[config.mk]
export PLATFORM = sky130hd
export DESIGN_NAME = fetch_ctrl
export DESIGN_NICKNAME = d
export VERILOG_FILES = /design/src/rtl/fetch_pkg.sv /design/src/rtl/fetch_fifo.sv /design/src/rtl/fetch_ctrl.sv
export SDC_FILE = /design/constraint.sdc
export NUM_CORES = 1
export LEC_CHECK = 0
export ABC_AREA = 1
export ABC_CLOCK_PERIOD_IN_PS = 6820
export BUFFER_PORTS_ARGS = -buffer_cell sky130_fd_sc_hd__buf_4
export CORE_MARGIN = 8
export CORE_UTILIZATION = 25
export DETAILED_ROUTE_END_ITERATION = 10
export GPL_TIMING_DRIVEN = 1
export SYNTH_ARGS = -nofsm -noshare
export SYNTH_HDL_FRONTEND = slang
export SYNTH_SLANG_ARGS = --single-unit
[constraint.sdc]
create_clock -name clk -period 6.82 [get_ports clk]
set_clock_uncertainty 0.05 [all_clocks]
set_input_delay 0.682 -clock clk [delete_from_list [all_inputs] [get_ports clk]]
set_output_delay 0.682 -clock clk [all_outputs]
set_load 0.02 [all_outputs]
[src/rtl/fetch_pkg.sv]
// Shared types and constants for the instruction fetch controller.
package fetch_pkg;

    typedef enum logic [1:0] {
        IDLE  = 2'd0,
        RUN   = 2'd1,
        FLUSH = 2'd2
    } fetch_state_t;

    // Raw encodings of fetch_state_t for the state register and the debug port.
    localparam logic [1:0] ST_IDLE  = IDLE;
    localparam logic [1:0] ST_RUN   = RUN;
    localparam logic [1:0] ST_FLUSH = FLUSH;

    localparam logic [31:0] RESET_PC_DEFAULT = 32'hBFC0_0000;

    typedef struct packed {
        logic [31:0] instr;
        logic [31:0] pc;
    } fetch_entry_t;

endpackage

[src/rtl/fetch_fifo.sv]
// DEPTH-entry instruction buffer; flush wins over push and pop in the same cycle.
module fetch_fifo
    import fetch_pkg::*;
#(
    parameter int  DEPTH   = 4,
    parameter type entry_t = fetch_entry_t
) (
    input  logic                   clk,
    input  logic                   rst_n,
    input  logic                   push,
    input  entry_t                 push_data,
    input  logic                   pop,
    input  logic                   flush,
    output entry_t                 head,
    output logic [$clog2(DEPTH):0] count
);

    localparam int PW = $clog2(DEPTH);

    entry_t          mem_q [DEPTH];
    logic [PW-1:0]   rd_ptr_q;
    logic [PW-1:0]   wr_ptr_q;
    logic [PW:0]     count_q;
    logic            do_push;
    logic            do_pop;

    // A push into a full buffer is only accepted when the head leaves in the same cycle.
    assign do_pop  = pop && (count_q != '0) && !flush;
    assign do_push = push && !flush && ((count_q != (PW+1)'(DEPTH)) || do_pop);

    always_ff @(posedge clk or negedge rst_n) begin
        if (!rst_n) begin
            for (int i = 0; i < DEPTH; i++) begin
                mem_q[i] <= '0;
            end
        end else if (do_push) begin
            mem_q[wr_ptr_q] <= push_data;
        end
    end

    always_ff @(posedge clk or negedge rst_n) begin
        if (!rst_n) begin
            rd_ptr_q <= '0;
            wr_ptr_q <= '0;
            count_q  <= '0;
        end else if (flush) begin
            rd_ptr_q <= '0;
            wr_ptr_q <= '0;
            count_q  <= '0;
        end else begin
            if (do_push) wr_ptr_q <= wr_ptr_q + PW'(1);
            if (do_pop)  rd_ptr_q <= rd_ptr_q + PW'(1);
            case ({do_push, do_pop})
                2'b10:   count_q <= count_q + (PW+1)'(1);
                2'b01:   count_q <= count_q - (PW+1)'(1);
                default: count_q <= count_q;
            endcase
        end
    end

    assign head  = mem_q[rd_ptr_q];
    assign count = count_q;

endmodule

[src/rtl/fetch_ctrl.sv]
// Instruction fetch controller: issues ROM requests, buffers in-order responses,
// and flushes on redirect. Optional perf counters under FETCH_PERF_CNT_EN.
module fetch_ctrl
    import fetch_pkg::*;
#(
    parameter int                     ADDRESS_WIDTH = 32,
    parameter int                     DATA_WIDTH    = 32,
    parameter logic [ADDRESS_WIDTH-1:0] RESET_PC    = RESET_PC_DEFAULT[ADDRESS_WIDTH-1:0],
    parameter int                     DEPTH         = 4
) (
    input  logic                     clk,
    input  logic                     rst_n,
    input  logic                     fetch_en,
    input  logic                     redirect,
    input  logic [ADDRESS_WIDTH-1:0] redirect_pc,
    output logic                     rom_req,
    output logic [ADDRESS_WIDTH-1:0] rom_addr,
    input  logic                     rom_gnt,
    input  logic                     rom_rvalid,
    input  logic [DATA_WIDTH-1:0]    rom_rdata,
    output logic                     instr_valid,
    input  logic                     instr_ready,
    output logic [DATA_WIDTH-1:0]    instr,
    output logic [ADDRESS_WIDTH-1:0] instr_pc,
`ifdef FETCH_PERF_CNT_EN
    output logic [31:0]              perf_fetch_cnt,
    output logic [31:0]              perf_flush_cnt,
`endif
    output logic [1:0]               dbg_state
);

    localparam int CW = $clog2(DEPTH) + 1;

    typedef struct packed {
        logic [DATA_WIDTH-1:0]    instr;
        logic [ADDRESS_WIDTH-1:0] pc;
    } fetch_slot_t;

    // Handshakes: a ROM request transfers on rom_req&rom_gnt, a response on
    // rom_rvalid (in order), and the head instruction on instr_valid&instr_ready.
    logic [1:0]               state_q, state_d;
    logic [ADDRESS_WIDTH-1:0] fetch_pc_q, fetch_pc_d;
    logic [ADDRESS_WIDTH-1:0] resp_pc_q, resp_pc_d;
    logic [CW-1:0]            outstanding_q, outstanding_d;
    logic [CW-1:0]            fifo_count;
    logic [CW:0]              inflight;
    logic [ADDRESS_WIDTH-1:0] redirect_aligned;
    logic                     grant;
    logic                     push;
    logic                     pop;
    fetch_slot_t              push_slot;
    fetch_slot_t              head_slot;
    logic                     unused_redirect_lo;

    assign redirect_aligned   = {redirect_pc[ADDRESS_WIDTH-1:2], 2'b00};
    assign unused_redirect_lo = ^redirect_pc[1:0];

    // Slots already claimed by in-flight requests count against buffer space,
    // so every response that arrives is guaranteed a place.
    assign inflight = {1'b0, outstanding_q} + {1'b0, fifo_count};
    assign rom_req  = (state_q == ST_RUN) && !redirect && (inflight < (CW+1)'(DEPTH));
    assign rom_addr = fetch_pc_q;
    assign grant    = rom_req && rom_gnt;

    assign outstanding_d = outstanding_q + CW'(grant) - CW'(rom_rvalid);

    always_comb begin
        state_d = state_q;
        case (state_q)
            ST_IDLE:  if (fetch_en) state_d = ST_RUN;
            ST_RUN:   if (!fetch_en) state_d = ST_IDLE;
            ST_FLUSH: if (outstanding_d == '0) state_d = fetch_en ? ST_RUN : ST_IDLE;
            default:  state_d = ST_IDLE;
        endcase
        if (redirect && (outstanding_d != '0)) state_d = ST_FLUSH;
    end

    // resp_pc tracks the address of the next response that will be kept;
    // fetch is sequential between redirects, so no per-request pc queue is needed.
    always_comb begin
        fetch_pc_d = fetch_pc_q;
        resp_pc_d  = resp_pc_q;
        if (redirect) begin
            fetch_pc_d = redirect_aligned;
            resp_pc_d  = redirect_aligned;
        end else begin
            if (grant) fetch_pc_d = fetch_pc_q + ADDRESS_WIDTH'(4);
            if (push)  resp_pc_d  = resp_pc_q + ADDRESS_WIDTH'(4);
        end
    end

    always_ff @(posedge clk or negedge rst_n) begin
        if (!rst_n) begin
            state_q       <= ST_IDLE;
            fetch_pc_q    <= RESET_PC;
            resp_pc_q     <= RESET_PC;
            outstanding_q <= '0;
        end else begin
            state_q       <= state_d;
            fetch_pc_q    <= fetch_pc_d;
            resp_pc_q     <= resp_pc_d;
            outstanding_q <= outstanding_d;
        end
    end

    assign push            = rom_rvalid && (state_q != ST_FLUSH) && !redirect;
    assign pop             = instr_valid && instr_ready && !redirect;
    assign push_slot.instr = rom_rdata;
    assign push_slot.pc    = resp_pc_q;

    fetch_fifo #(
        .DEPTH   (DEPTH),
        .entry_t (fetch_slot_t)
    ) u_fifo (
        .clk       (clk),
        .rst_n     (rst_n),
        .push      (push),
        .push_data (push_slot),
        .pop       (pop),
        .flush     (redirect),
        .head      (head_slot),
        .count     (fifo_count)
    );

    assign instr_valid = (fifo_count != '0);
    assign instr       = head_slot.instr;
    assign instr_pc    = head_slot.pc;
    assign dbg_state   = state_q;

`ifdef FETCH_PERF_CNT_EN
    logic [31:0] perf_fetch_q;
    logic [31:0] perf_flush_q;

    always_ff @(posedge clk or negedge rst_n) begin
        if (!rst_n) begin
            perf_fetch_q <= '0;
            perf_flush_q <= '0;
        end else begin
            if (grant)    perf_fetch_q <= perf_fetch_q + 32'd1;
            if (redirect) perf_flush_q <= perf_flush_q + 32'd1;
        end
    end

    assign perf_fetch_cnt = perf_fetch_q;
    assign perf_flush_cnt = perf_flush_q;
`endif

    rvalid_needs_outstanding: assert property (
        @(posedge clk) disable iff (!rst_n) rom_rvalid |-> (outstanding_q != '0)
    );

endmodule

; ---- Word level (Yosys, flattened, before mapping)
; Index checks and enable logic that the tools add are counted.
[word_totals]
register_bits = 332
in_bits = 71
output_inout_bits = 100
[classes]
n_lt_le_gt_ge = 4
add_sub_neg = 9
eq_ne = 9
mux = 22
n_bitwise = 2
n_reduce_logical = 25
[op_table]
columns = operator, count
row1 = 256-bit bitwise mux, 1
row2 = 64-bit 2-to-1 mux, 3
row3 = 64-bit binary-select mux with 2-bit select, 1
row4 = 64-bit demux with 2-bit select, 1
row5 = 32-bit 2-to-1 mux, 4
row6 = 32-bit by 3-bit adder with 32-bit output (second input constant), 2
row7 = 2-bit 2-to-1 mux, 8
row8 = 1-bit logical AND, 13
row9 = 3-bit != test (second input constant), 3
row10 = 3-bit nonzero test, 3
row11 = 2-bit nonzero test, 4
row12 = 3-bit greater-or-equal comparator (second input constant), 2
row13 = 2-bit NOT with 3-bit output, 2
row14 = 2-bit case mux with 3 select lines, 1
row15 = 3-bit case mux with 2 select lines, 1
row16 = 2-bit by 1-bit adder with 2-bit output (second input constant), 2
row17 = 3-bit by 3-bit adder with 4-bit output, 1
row18 = 2-bit by 1-bit equality test with 1-bit output (second input constant), 2
row19 = 2-bit equality test (second input constant), 2
row20 = 4-bit by 3-bit < comparator with 1-bit output (second input constant), 1
row21 = 3-bit by 1-bit adder with 3-bit output, 1
row22 = 3-bit by 1-bit adder with 3-bit output (second input constant), 1
row23 = 3-bit zero test, 1
row24 = 3-bit by 1-bit < comparator with 1-bit output (second input constant), 1
row25 = 10 further kinds, 10

; ---- Depth between registers and ports, before layout
; Gate-level depths: netlist (run 1).
[depth]
depth_word = 10
mapped_depth = 15
depth_no_buf = 15

; ---- Hierarchy
; A second synthesis (run 1) with hierarchy kept.
[hier_totals]
hier_cells = 2211
area_unflattened_um2 = 17274.1
[by_module_without_submodules]
columns = module, instances, cells_per_inst, area_per_inst_um2
row1 = fetch_fifo, 1, 1531, 12563.3
row2 = fetch_ctrl, 1, 680, 4710.8

; ---- Least setup slack after synthesis (run 1)
; No wires, ideal clock.
[synth_path]
kind = in2reg
from = input redirect
to = register state_q[0], in the netlist dbg_state[0]
setup_time_ps = 84
n_path_buf = 1
t_arrival_ps = 2786
required_time_ps = 6686
path_slack_ps = 3900
path_stages = 14
cell_sequence = buf_2 -> nor2_1 -> nand2_1 -> nor2_2 -> nand2_2 -> ha_1 -> inv_1 -> ha_1 -> inv_1 -> fa_1 -> xor2_1 -> xnor2_1 -> nand4_1 -> a21boi_0
[synth_via]
elab_chain_len = 10
elab_cells_between_ends = 14
classes_between = add/sub (2) / eq/ne (3) / mux (1) / reduce/logical (8)
[synth_rtl]
columns = item, line_no
row1 = from (decl), fetch_ctrl.sv:14  ; input logic redirect,
row2 = 1-bit zero test *, fetch_ctrl.sv:61  ; assign rom_req = (state_q == ST_RUN) && !redirect && (inflight < (CW+1)'(DEPTH));
row3 = 1-bit logical AND * (2 in series), fetch_ctrl.sv:61
row4 = via rom_req, fetch_ctrl.sv:16  ; output logic rom_req,
row5 = 1-bit logical AND *, fetch_ctrl.sv:63  ; assign grant = rom_req && rom_gnt;
row6 = 3-bit by 1-bit adder with 3-bit output *, fetch_ctrl.sv:65  ; assign outstanding_d = outstanding_q + CW'(grant) - CW'(rom_rvalid);
row7 = 3-bit by 1-bit subtractor with 3-bit output *, fetch_ctrl.sv:65
row8 = 3-bit nonzero test, fetch_ctrl.sv:75  ; if (redirect && (outstanding_d != '0)) state_d = ST_FLUSH;
row9 = 1-bit logical AND, fetch_ctrl.sv:75
row10 = 3-bit != test (no source line) / 3-bit by 2-bit != test with 1-bit output (equally long branches), --
row11 = 3-bit AND reduction (no source line), --
row12 = to (signal assigned), fetch_ctrl.sv:99  ; state_q <= state_d;
row13 = to (decl), fetch_ctrl.sv:41  ; logic [1:0] state_q, state_d;
; Mark *: on every way through the listed nets, which the timed path passes. The rest lies on a longest branch.
; A chain may end at the register's enable or synchronous reset.

; ---- Final worst setup path (run 1)
[layout_path]
from = register u_fifo.rd_ptr_q[0]
to = output instr_pc[26]
[layout_via]
elab_chain_len = 4
[layout_rtl]
columns = item, line_no
row1 = from (decl), fetch_fifo.sv:21  ; logic [PW-1:0] rd_ptr_q;
row2 = from (signal assigned), fetch_fifo.sv:52  ; if (do_pop) rd_ptr_q <= rd_ptr_q + PW'(1);
row3 = 2-bit NOT with 3-bit output (implied by the code), fetch_fifo.sv:61  ; assign head = mem_q[rd_ptr_q];
row4 = 64-bit binary-select mux with 2-bit select, fetch_fifo.sv:61
row5 = 64-bit 2-to-1 mux (implied by the code) (2 in series), fetch_fifo.sv:61
row6 = to (decl), fetch_ctrl.sv:24  ; output logic [ADDRESS_WIDTH-1:0] instr_pc,
; Every way passes these cells. The select of a mux whose other input is x is not followed.

==> impl_metrics.py, run 1 <==
metrics = {
    "status": {
        "run_status": "completed",
    },
    "timing": {
        "rsz0062_at_grt": "no",
        "period_share_pct": 58.1,
        "fin_ws_ns": 2.86,
        "max_freq_mhz": 252,
        "maxSlewViolCount": 0,
        "tns_ns": 0,
        "finalHoldViolations": 0,
        "slew_headroom_pct": 28.2,
        "tightest_slew_ns": 1.08,
        "setup_viol": 0,
        "finalCriticalPeriod_ns": 3.96,
    },
    "pwr": {
        "pwr-share-clk_pct": 28.8,
        "finalPower_mw": 7.69,
        "vdd_drop_max_v": 0.000168,
        "switchingPower_mw": 2.90,
        "power_leakage_nw": 8.75,
        "switching_share_pct": 37.7,
        "cellPowerDensity_nw_per_um2": 410,
        "power.share.combinational_pct": 34.2,
        "seq_power_share_pct": 37.0,
        "p_int_mw": 4.79,
    },
    "floorplanning": {
        "io_pins": 171,
        "fp-row-count": 91,
        "die_w_um": 266,
        "start_util_pct": 25.3,
        "coreArea_um2": 61800,
        "die_h_um": 266,
        "dieArea_um2": 70900,
    },
    "synth": {
        "postSynthCellCount": 1945,
        "synth_area_um2": 15700,
        "syn_avg_cell_area_um2": 8.05,
        "yosys_warnings": 0,
        "ys_types": 39,
        "synth-seq-cells": 320,
        "ys_seq_area_share_pct": 51.3,
    },
    "setup_path": {
        "path_class": "register to output port",
        "worst_setup_path_start_kind": "register",
        "worstPathMaxFanout": 75,
        "end_kind": "output port",
        "cp.arrival_ns": 3.23,
        "critical_path_required_ns": 6.09,
    },
    "grt": {
        "grt_pass1_wl_mm": 75.6,
        "overflow": 0,
        "antenna_found_initial": 0,
        "grt_max_degree": 169,
        "grt_pass1_vias": 13379,
        "grt_usage_pct": 13.3,
    },
    "placed_design": {
        "pre_cts_slack_ns": 3.30,
        "finalWeightedCongestion": 0.877,
        "placed_cell_area_um2": 17400,
        "dp.final_hpwl_mm": 29.9,
        "port_buffers": 164,
    },
    "route": {
        "ant_nets": 0,
        "wl_per_cell_um": 16.2,
        "viasPerCell": 4.58,
        "via_count": 13386,
        "drc_errors": 0,
        "totalWireLength_mm": 47.3,
        "drtIter0Drc": 969,
        "drt-pass1-iter-count": 5,
    },
    "cts": {
        "cts_buffers": 41,
        "clk_path_buf_depth": 3,
        "ctsResizeCount": 0,
        "clkTransAtPathRegs_ns": 0.06,
        "clock_sinks": 320,
        "holdBufCountCts": 0,
        "htree_levels": 2,
        "clk_latency_ns": 0.56,
        "clockRootBuffer": "clkbuf_16",
        "post_cts_buffers": 0,
        "cts_tree": "built",
    },
    "hold_path": {
        "hp-class": "input pin to asynchronous set/reset pin",
    },
    "layout": {
        "seq_area_um2": 8040,
        "multi_input_area_um2": 6510,
        "design_area_um2": 18700,
        "diodes": 0,
        "area_delta_synth_final_pct": 19.7,
        "fillCellCount": 6718,
        "drive_above_1_share_pct": 13.9,
        "fin_util_pct": 30.3,
        "layout.nets": 2136,
    },
    "job": {
        "drv_cap": 0,
    },
}
## state kept, by name, indices dropped and copies added (netlist names)
name             count
rom_addr            30
outstanding_q        3
u_fifo.wr_ptr_q      2
u_fifo.mem_q       248
dbg_state            2
resp_pc_q           30
u_fifo.rd_ptr_q      2
u_fifo.count         3
## critical path, stage by stage (launching register included)
cell	delay, ns
dfrtp_4	0.66
inv_4	0.67
buf_4	0.62
o21ai_0	0.15
o22ai_1	0.29
buf_4	0.21
## cells in the mapped netlist (all sizes together)
master | count | area share (%)
nand2 | 534 | 13
o21ai | 393 | 13
dfrtp | 302 | 48
nor2 | 240 | 5.8
inv | 111 | 2.7
buf | 69 | 3.4
o22ai | 63 | 2.5
nand3 | 60 | 1.9
clkbuf | 45 | 1.1
xor2 | 25 | 1.4
dfstp | 18 | 3.0
a21oi | 12 | 0.38
o211ai | 11 | 0.56
ha | 10 | 0.80
nand4 | 10 | 0.40
nand3b | 9 | 0.43
nor3 | 9 | 0.29
a31oi | 8 | 0.32
o221ai | 4 | 0.22
clkinv | 2 | 0.048
fa | 2 | 0.26
o21bai | 2 | 0.096
xnor2 | 2 | 0.11
a21boi | 1 | 0.048
and2 | 1 | 0.040
conb | 1 | 0.024
o31ai | 1 | 0.048
## area by class of cell
| class | count | area share, % |
|---|---|---|
| multi-input combinational | 1401 | 34.7 |
| sequential | 320 | 42.9 |
| timing repair buffer | 176 | 7.15 |
| inverter | 113 | 2.29 |
| clock buffer | 55 | 6.41 |
| tap | 837 | 5.59 |
| clock inverter | 18 | 0.974 |
## path summary, 6_finish.rpt
check	from	slack, ns	cells after the start	to
worst max-delay path	u_fifo.rd_ptr_q[0]	2.86	5	instr_pc[26]
worst min-delay path	rst_n	0.11	1	rom_addr[30]
worst max register to register	dbg_state[1]	3.86	9	u_fifo.mem_q[121]
worst min register to register	u_fifo.mem_q[191]	0.43	2	u_fifo.mem_q[191]
max in group asynchronous	rst_n	5.18	2	u_fifo.mem_q[118]
min in group clk	fetch_en	0.33	2	dbg_state[0]
## routing by layer
metal	vias up	track usage, %	share of wire, %
met5	-	0	0
met4	0	3.71	2.3
met3	70	3.75	7.5
met2	367	20.4	43
met1	6321	18.1	47
li1	6628	-	-
## logic make-up after synthesis
kind of cell | Yosys count | share of synthesized area [%]
AOI/OAI and AO/OA | 495 | 17.0
xor gates and xnor gates | 27 | 1.51
adders and majority gates | 12 | 1.05
buffers and inverters | 227 | 7.20
DFF | 320 | 51.3
other | 1 | 0.0240
and+or+nand+nor | 863 | 22.0
## power groups by stage
stage	Sequential, mW	Combinational [mW]	Clock (mW)
CTS	2.84	2.68	2.30
global placement	2.85	2.64	0
finish	2.84	2.63	2.22
global route	2.92	2.96	2.37
floorplan	2.78	1.69	0
detailed placement	2.86	2.67	0
## through the flow
stage / hold slack (ns) / cells
finish: 0.111 / 2920
global route: 0.142 / 2920
CTS: 0.108 / 2920
detailed placement: 0.414 / 2847
global placement: 0.410 / 2847
floorplan: 0.336 / 1948
## placed cells by master (no fill, tap or decap), types with 2 or more instances in the layout
master,instances
o221ai_1,4
clkbuf_1,4
bufinv_16,3
nand4_1,10
conb_1,4
ha_1,10
nand2_2,5
a21oi_1,12
clkinv_2,10
o21ai_1,234
o22ai_1,63
clkbuf_8,8
clkbuf_16,43
xnor2_1,2
nor3_1,9
inv_6,3
dfrtp_1,300
inv_2,3
a31oi_1,8
buf_4,174
o211ai_1,10
o21ai_2,8
dfstp_2,18
nand3_1,60
xor2_1,25
nand2_1,525
nand3b_1,9
nor2_1,238
o21bai_1,2
o21ai_0,151
inv_1,108
nand2_4,4
inv_4,2
fa_1,2
Power figures use the tool's default switching activity.
==> run 2, diff against run 1 <==
- ABC_CLOCK_PERIOD_IN_PS: 6820 -> 4000
- clock period: 6.82 -> 4 ns (I/O delays scaled with it)
==> run 2 against run 1 <==
Non-clock buffer count increased by 10; largest power group unchanged; clock power increased by 73%; largest cell class unchanged; design area increased by 0.67%; worst setup slack got worse by 2.2 ns; cell count increased by 0.27%; count of clock-buffer cells in the layout unchanged; sequential power increased by 70%; global-route usage decreased by 0.069 points; die area unchanged.
==> impl_metrics.py, run 2 (same netlist as run 1, synthesis figures left out) <==
metrics = {
    "grt": {
        "antenna_found_initial": 0,
        "grt_max_degree": 93,
        "overflow": 0,
        "grt_usage_pct": 13.2,
        "grt_pass1_wl_mm": 75.4,
        "grt_pass1_vias": 13416,
    },
    "floorplanning": {
        "die_h_um": 266,
        "io_pins": 171,
        "dieArea_um2": 70900,
        "start_util_pct": 25.3,
        "coreArea_um2": 61800,
        "die_w_um": 266,
        "fp-row-count": 91,
    },
    "setup_path": {
        "slowest_stage": "inv_4",
        "crit_path_start": "u_fifo.rd_ptr_q[0]",
        "end_kind": "output port",
        "reg2reg_depth": 14,
        "worst_setup_path_start_kind": "register",
        "rr_startpoint": "outstanding_q[1]",
        "path_class": "register to output port",
        "reg2reg_slack_ns": 1.14,
        "r2r-end": "dbg_state[0]",
        "cpMostUsedCell": "buf_4",
        "worstPathMaxFanout": 75,
        "cp.arrival_ns": 2.90,
        "crit_chain": "inv_4 > buf_4 > o21ai_0 > o22ai_1 > buf_4",
        "cp_slowest_stage_delay_ns": 0.69,
        "endpoint": "instr_pc[25]",
        "critical_path_required_ns": 3.55,
    },
    "timing": {
        "slew_headroom_pct": 42.1,
        "period_share_pct": 83.9,
        "tns_ns": 0,
        "max_freq_mhz": 298,
        "rsz0062_at_grt": "no",
        "maxSlewViolCount": 0,
        "tightest_slew_ns": 0.868,
        "setup_viol": 0,
        "finalCriticalPeriod_ns": 3.35,
        "finalHoldViolations": 0,
    },
    "route": {
        "via_count": 13438,
        "drtIter0Drc": 912,
        "drt-pass1-iter-count": 5,
        "drc_errors": 0,
        "wl_per_cell_um": 16.0,
        "ant_nets": 0,
        "totalWireLength_mm": 46.8,
        "viasPerCell": 4.59,
    },
    "cts": {
        "clkTransAtPathRegs_ns": 0.06,
        "cts_tree": "built",
        "cts_buffers": 40,
        "clk_latency_ns": 0.55,
        "clock_sinks": 320,
        "clk_path_buf_depth": 3,
        "ctsResizeCount": 0,
        "htree_levels": 2,
        "clockRootBuffer": "clkbuf_16",
    },
    "pwr": {
        "power_leakage_nw": 8.79,
        "vdd_drop_max_v": 0.000296,
        "cellPowerDensity_nw_per_um2": 699,
    },
    "job": {
        "drv_cap": 0,
    },
    "placed_design": {
        "finalWeightedCongestion": 0.898,
        "placed_cell_area_um2": 17500,
        "dp.final_hpwl_mm": 31.0,
        "port_buffers": 164,
    },
    "layout": {
        "fin_util_pct": 30.5,
        "top_register": "u_fifo.mem_q",
        "area_delta_synth_final_pct": 20.5,
        "drive_above_1_share_pct": 14.0,
        "layout_common_cells": "nand2_1 (525), dfrtp_1 (300), nor2_1 (238), o21ai_1 (234), buf_4 (180)",
        "fillCellCount": 6658,
        "mostFrequentLayoutCell": "nand2_1",
        "design_area_um2": 18900,
        "layout.nets": 2145,
        "diodes": 0,
        "largest_reg_flops": 248,
    },
    "status": {
        "run_status": "completed",
    },
    "hold_path": {
        "hp-class": "input pin to register",
    },
}
## run 2: cell types whose count changed in the layout (fill, tap and decap cells not counted)
cell,delta
dlygate4sd3_1,+1
clkbuf_8,-2
clkbuf_16,-2
buf_4,+6
clkinvlp_4,+2
clkinv_4,+2
inv_6,-1
clkinv_2,-8
buf_12,+3
clkbuf_1,+4
bufinv_16,+3
## run 2: what timing repair did
item	4_1_cts	5_1_grt
hold buffers	1	0
setup buffers	0	0
hold endpoints to repair	71	0
## run 2: worst max-delay path, delay by kind of cell, from the launching register on
| family | cells | cell delay [ns] |
|---|---|---|
| buf+inv | 3 | 1.29 |
| compound gates | 2 | 0.35 |
| flops | 1 | 0.65 |
## run 2: how the worst min path moves through the flow
stage | start | end | cells after the start
2_1_floorplan | rst_n | dbg_state[0] | 0
3_3_place_gp | u_fifo.mem_q[191] | u_fifo.mem_q[191] | 2
3_5_place_dp | u_fifo.mem_q[191] | u_fifo.mem_q[191] | 2
4_1_cts | fetch_en | dbg_state[0] | 2
5_1_grt | fetch_en | dbg_state[0] | 2
6_report | fetch_en | dbg_state[0] | 2
## run 2: where the power goes
group | switching [mW] | internal, mW
combinational | 2.84 | 1.68
clock | 1.45 | 2.38
sequential | 0.633 | 4.21
total | 4.92 | 8.27
## run 2: final cells by class
| type | instances | area (um^2) | share of cell area [%] |
|---|---|---|---|
| flip-flops and latches | 320 | 8040 | 42.6 |
| multi-input cells | 1401 | 6510 | 34.5 |
| repair buffers | 186 | 1460 | 7.72 |
| well taps | 837 | 1050 | 5.55 |
| clock buffers | 55 | 1140 | 6.03 |
| inverters | 113 | 429 | 2.27 |
| clock inverters | 16 | 256 | 1.36 |
## run 2: metrics by stage
step	setup WS [ns]	instances	hold WS (ns)	total power, mW
detailed placement	1.12	2856	0.415	9.46
CTS	0.566	2928	0.00711	13.4
global placement	1.15	2856	0.410	9.40
finish	0.645	2928	0.0492	13.2
floorplan	1.25	1948	0.0544	7.62
global route	0.483	2928	0.0289	14.2
## run 2: routing by layer
layer,GRT usage (%),wire (um),vias up
met1,17.9,22000,6372
li1,-,-,6636
met2,20.3,20200,368
met5,0,0,-
met4,3.68,1000,0
met3,3.79,3620,62
